`src/rtl/secure_fsm_pkg.sv`:
```
// Shared state/command encodings and the legal-transition table
// for the secure mode controller.
package secure_fsm_pkg;

    typedef enum logic [2:0] {
        ST_IDLE = 3'd0,
        ST_CFG  = 3'd1,
        ST_RUN  = 3'd2,
        ST_HALT = 3'd3,
        ST_LOCK = 3'd4
    } state_e;

    typedef enum logic [2:0] {
        CMD_NOP    = 3'd0,
        CMD_CFG    = 3'd1,
        CMD_RUN    = 3'd2,
        CMD_HALT   = 3'd3,
        CMD_RESUME = 3'd4,
        CMD_CLEAR  = 3'd5
    } cmd_e;

    typedef struct packed {
        logic       legal;
        logic [2:0] nxt;
    } xfer_t;

    // Caller must first confirm the full command code is in 0..5.
    function automatic xfer_t legal_next(
        input logic [2:0] st,
        input logic [2:0] c
    );
        xfer_t r;
        r.legal = 1'b1;
        r.nxt   = st;
        unique case (1'b1)
            (c == CMD_NOP): ;
            (st == ST_IDLE && c == CMD_CFG):    r.nxt = ST_CFG;
            (st == ST_CFG  && c == CMD_RUN):    r.nxt = ST_RUN;
            (st == ST_CFG  && c == CMD_CLEAR):  r.nxt = ST_IDLE;
            (st == ST_RUN  && c == CMD_HALT):   r.nxt = ST_HALT;
            (st == ST_HALT && c == CMD_RESUME): r.nxt = ST_RUN;
            (st == ST_HALT && c == CMD_CLEAR):  r.nxt = ST_IDLE;
            default: r.legal = 1'b0;
        endcase
        return r;
    endfunction

endpackage

```
`src/rtl/secure_mode_fsm_timeout.sv`:
```
// CFG inactivity timer: expired fires on the edge where the
// count would reach TIMEOUT-1, unless cleared that cycle.
module fsm_timeout_ctr #(
    parameter int TIMEOUT = 16
) (
    input  logic clk,
    input  logic rst_n,
    input  logic clr,
    input  logic en,
    output logic expired
);

    localparam int W = $clog2(TIMEOUT);
    localparam logic [W-1:0] LAST = W'(TIMEOUT - 2);

    logic [W-1:0] cnt;

    assign expired = en & ~clr & (cnt == LAST);

    always_ff @(posedge clk) begin
        if (!rst_n) begin
            cnt <= '0;
        end else if (clr) begin
            cnt <= '0;
        end else if (en) begin
            cnt <= cnt + W'(1);
        end
    end

endmodule

```
`src/rtl/secure_mode_fsm.sv`:
```
// Secure mode controller: command-driven FSM with error
// accounting, lockout after MAX_ERR rejects and a CFG timeout.
module secure_mode_fsm
    import secure_fsm_pkg::*;
#(
    parameter int CMD_W   = 3,
    parameter int TIMEOUT = 16,
    parameter int MAX_ERR = 4
) (
    input  logic             clk,
    input  logic             rst_n,
    input  logic             cmd_valid,
    input  logic [CMD_W-1:0] cmd,
    output logic             cmd_ready,
    output logic [2:0]       state_o,
    output logic [3:0]       out,
    output logic             err_o,
    output logic [7:0]       err_cnt,
    output logic             timeout_o,
    output logic             locked_o
);

    localparam logic [7:0] ERR_MAX = 8'(MAX_ERR);
    localparam logic [CMD_W-1:0] CMD_TOP = CMD_W'(5);

    logic [2:0] state_q;
    logic [2:0] state_d;
    logic       err_d;
    logic       to_d;
    logic [7:0] cnt_d;
    logic       accept;
    logic       cmd_ok;
    logic       st_bad;
    logic       tmo_en;
    logic       tmo_clr;
    logic       tmo_exp;
    xfer_t      xf;

    assign st_bad    = state_q > ST_LOCK;
    assign locked_o  = state_q == ST_LOCK;
    assign cmd_ready = ~locked_o;
    assign accept    = cmd_valid & cmd_ready;
    assign cmd_ok    = cmd <= CMD_TOP;
    assign xf        = legal_next(state_q, cmd[2:0]);
    assign state_o   = state_q;
    assign out       = {1'b1, state_q};

    assign tmo_en  = state_q == ST_CFG;
    assign tmo_clr = accept | ~tmo_en;

    fsm_timeout_ctr #(
        .TIMEOUT (TIMEOUT)
    ) u_tmo (
        .clk     (clk),
        .rst_n   (rst_n),
        .clr     (tmo_clr),
        .en      (tmo_en),
        .expired (tmo_exp)
    );

    // Illegal state beats commands; commands beat the timeout.
    always_comb begin
        state_d = state_q;
        err_d   = 1'b0;
        to_d    = 1'b0;
        cnt_d   = err_cnt;
        if (st_bad) begin
            state_d = ST_IDLE;
            err_d   = 1'b1;
        end else if (accept) begin
            if (cmd_ok && xf.legal) begin
                state_d = xf.nxt;
            end else begin
                err_d = 1'b1;
            end
        end else if (tmo_exp) begin
            state_d = ST_IDLE;
            to_d    = 1'b1;
        end
        if (err_d && err_cnt < ERR_MAX) begin
            cnt_d = err_cnt + 8'd1;
            if (cnt_d == ERR_MAX) begin
                state_d = ST_LOCK;
            end
        end
    end

    always_ff @(posedge clk) begin
        if (!rst_n) begin
            state_q   <= ST_IDLE;
            err_cnt   <= '0;
            err_o     <= 1'b0;
            timeout_o <= 1'b0;
        end else begin
            state_q   <= state_d;
            err_cnt   <= cnt_d;
            err_o     <= err_d;
            timeout_o <= to_d;
        end
    end

endmodule

```
`config.mk`:
```
export PLATFORM = sky130hd
export DESIGN_NAME = secure_mode_fsm
export DESIGN_NICKNAME = d
export VERILOG_FILES = /design/src/rtl/secure_fsm_pkg.sv /design/src/rtl/secure_mode_fsm_timeout.sv /design/src/rtl/secure_mode_fsm.sv
export SDC_FILE = /design/constraint.sdc
export NUM_CORES = 1
export LEC_CHECK = 0
export BUFFER_PORTS_ARGS = -buffer_cell sky130_fd_sc_hd__buf_2
export CORE_UTILIZATION = 30
export CTS_CLUSTER_SIZE = 14
export DETAILED_ROUTE_END_ITERATION = 10
export PLACE_DENSITY_LB_ADDON = 0.1
export SYNTH_ARGS = -nofsm -noshare
export SYNTH_HDL_FRONTEND = slang
export SYNTH_SLANG_ARGS = --single-unit
```
`constraint.sdc`:
```
create_clock -name clk -period 4.87 [get_ports clk]
set_clock_uncertainty 0.15 [all_clocks]
set_input_delay 0.974 -clock clk [delete_from_list [all_inputs] [get_ports clk]]
set_output_delay 0.974 -clock clk [all_outputs]
set_load 0.03 [all_outputs]
```
==> flow_metrics.env <==
export IMPL_status="completed"
export IMPL_drtPass1Iterations=4
export IMPL_ant_nets=0
export IMPL_tns_ns=0
export IMPL_crit_path_cell_trace="or3b_2 -> inv_1 -> buf_2"
export IMPL_drive_gt1_share_pct=30.3
export IMPL_place_congestion=0.735
export IMPL_hold_viol_final=0
export IMPL_start_util_pct=31.9
export IMPL_synth_cell_types=47
export IMPL_grt_max_degree=18
export IMPL_grt_pass1_wl_um=3390
export IMPL_wl_um=1990
export IMPL_post_cts_buffers=0
export IMPL_sw_frac_of_total_pct=27.2
export IMPL_track_usage_pct=13.1
export IMPL_clk_latency_ns=0.29
export IMPL_ys_seq_area_share_pct=34.4
export IMPL_internal_power_w=0.000187
export IMPL_async_reset_ff_share_pct=0
export IMPL_rsz0062_at_grt="false"
export IMPL_syn_to_final_growth_pct=13.0
export IMPL_comb_power_share_pct=14.5
export IMPL_io_pins=25
export IMPL_ir_worst_vdd_v=0.0000763
export IMPL_max_stage_delay_ns=0.57
export IMPL_fmax_ghz=0.367
export IMPL_num_vias=792
export IMPL_cts_tree="built"
export IMPL_clock_root_buffer="clkbuf_4"
export IMPL_cp_arrival_ns=1.60
export IMPL_power_frac_seq_pct=56.3
export IMPL_num_rows=20
export IMPL_drv_slew=0
export IMPL_switchingPower_w=0.0000699
export IMPL_ys_warnings_count=0
export IMPL_drtIter0Drc=26
export IMPL_fin_util_pct=36.0
export IMPL_die_w_um=59.4
export IMPL_path_class="reg -> out"
export IMPL_fin_crit_sh_pct=55.9
export IMPL_relSlewSlack_pct=64.4
export IMPL_port_buffers=23
export IMPL_n_antenna_cell=0
export IMPL_met3_usage_pct=1.97
export IMPL_die_h_um=59.4
export IMPL_use_met1_pct=18.3
export IMPL_critPathSlowestCell="or3b_2"
export IMPL_clock_sinks=17
export IMPL_setup_viol_count_final=0
export IMPL_min_period_ns=2.72
export IMPL_via_per_inst=4.77
export IMPL_power_density_mw_per_mm2=230
export IMPL_ctsLongestPathBuffers=2
export IMPL_remaining_drc_errors=0
export IMPL_grt_pass1_vias=702
export IMPL_finalNetCount=132
export IMPL_synthFlopType="dfxtp_1"
export IMPL_numCtsBuffers=3
export IMPL_syn_nets=114
export IMPL_worst_pin_slew_ns=0.533
export IMPL_syn_avg_cell_area_um2=9.43
export IMPL_p_clk_share_pct=29.3
export IMPL_cp_required_ns=3.75
export IMPL_wl_per_cell_um=12.0
export IMPL_cts_resized=0
export IMPL_antenna_found_initial=0
export IMPL_hold_buffers=0
export IMPL_synth_cells=105
export IMPL_cap_violations=0
export IMPL_cp_end_kind="output pin"
export IMPL_crit_buf_inv=2
export IMPL_netlist_area_um2=990
export IMPL_grt_overflow=0
export IMPL_final_common_cell="buf_2"
export IMPL_hold_class="reg -> reg"
export IMPL_use_met2_pct=19.3
export IMPL_worst_setup_path_start_kind="flip-flop"
export IMPL_htreeDepth=1
export IMPL_ys_seq_elements=17
export IMPL_critical_path_top_delay_family="simple AND/OR/NAND/NOR gates"
export IMPL_crit_start="state_o[0]"
export IMPL_final_cell_mix="buf_2 (23), dfxtp_1 (17), nor2_1 (8), nand2_1 (7), and2_1 (5)"
export IMPL_core_mm2=0.00310
export IMPL_top_usage_layer="met2"
export IMPL_synth_edf_count=0
export IMPL_r2r_start="state_o[0]"
export IMPL_min_from="u_tmo.cnt[0]"
export IMPL_die_area_mm2=0.00353
export IMPL_power_leakage_nw=0.499
export IMPL_cp_max_fo=17
export IMPL_clkTransAtPathRegs_ns=0.10
## logic make-up (layout without fill, tap and decap cells)
logic type	Yosys count	in the layout	synth area share (%)
other cells	1	1	0.379
mux	3	3	3.03
simple gates	47	47	31.6
buf+inv	14	31	8.34
compound gates	17	17	15.8
xor+xnor	3	3	2.66
fa+ha+maj	3	3	3.79
flops	17	17	34.4
## sequential cells by signal, summed over array words and instances (netlist names)
| name | cells |
|---|---|
| err_cnt | 8 |
| err_o | 1 |
| state_o | 3 |
| timeout_o | 1 |
| u_tmo.cnt | 4 |
## stage by stage
step / power [W] / instance area, µm² / setup slack, ns / hold slack (ns) / cells
floorplan: 0.000178 / 990 / 2.32 / 0.280 / 105
CTS: 0.000262 / 1120 / 2.13 / 0.328 / 166
finish: 0.000257 / 1120 / 2.15 / 0.317 / 166
global route: 0.000273 / 1120 / 2.03 / 0.361 / 166
detailed placement: 0.000186 / 1090 / 2.38 / 0.302 / 162
global placement: 0.000186 / 1090 / 2.39 / 0.297 / 162
## cell usage after synthesis, types with 2 or more instances
| library cell | number | share of area [%] |
|---|---|---|
| nor3b_1 | 2 | 1.5 |
| nand3_1 | 3 | 1.5 |
| or2_2 | 2 | 1.3 |
| buf_4 | 5 | 3.8 |
| mux2i_1 | 3 | 3.0 |
| nand2_1 | 7 | 2.7 |
| buf_2 | 3 | 1.5 |
| nor2_1 | 8 | 3.0 |
| and3b_1 | 2 | 1.8 |
| nor4_2 | 2 | 2.5 |
| inv_1 | 4 | 1.5 |
| and2b_1 | 2 | 1.5 |
| a21oi_1 | 2 | 1.0 |
| and2_1 | 5 | 3.2 |
| ha_1 | 3 | 3.8 |
| xor2_1 | 2 | 1.8 |
| o211ai_1 | 3 | 2.3 |
| nand4b_1 | 2 | 1.8 |
| dfxtp_1 | 17 | 34 |
## power groups by stage
stage          sequential, W  clock [W]  combinational (W)
5_1_grt             0.000146  0.0000861          0.0000417
3_3_place_gp        0.000148          0          0.0000376
3_5_place_dp        0.000148          0          0.0000375
6_report            0.000145  0.0000753          0.0000372
2_1_floorplan       0.000152          0          0.0000258
4_1_cts             0.000145  0.0000792          0.0000376
## cell type report
type                            instances  area (µm²)
Clock buffer                            4        26.3
Inverter                                4        15.0
Timing Repair Buffer                   23         115
Multi-Input combinational cell         74         567
Tap cell                               44        55.1
Fill cell                             360        1980
Sequential cell                        17         340
## metal layers
metal / wire (µm) / part of all wire [%]
met1: 1020 / 51
met2: 859 / 43
met3: 92 / 4.6
met4: 19 / 0.96
met5: 0 / 0
## worst reg2reg max path: cells and delay by family, from the launching register on
kind	cells	cell delay, ns
and+or+nand+nor	2	0.51
AOI/OAI and AO/OA	1	0.27
DFF	1	0.67
muxes	1	0.23
## final timing paths
kind | cells past startpoint | slack [ns] | end
setup / recovery | 3 | 2.15 | locked_o
setup reg to reg | 4 | 2.98 | err_cnt[0]
hold / removal | 1 | 0.32 | u_tmo.cnt[0]
hold reg to reg | 1 | 0.32 | u_tmo.cnt[0]
Power figures use the tool's default switching activity.
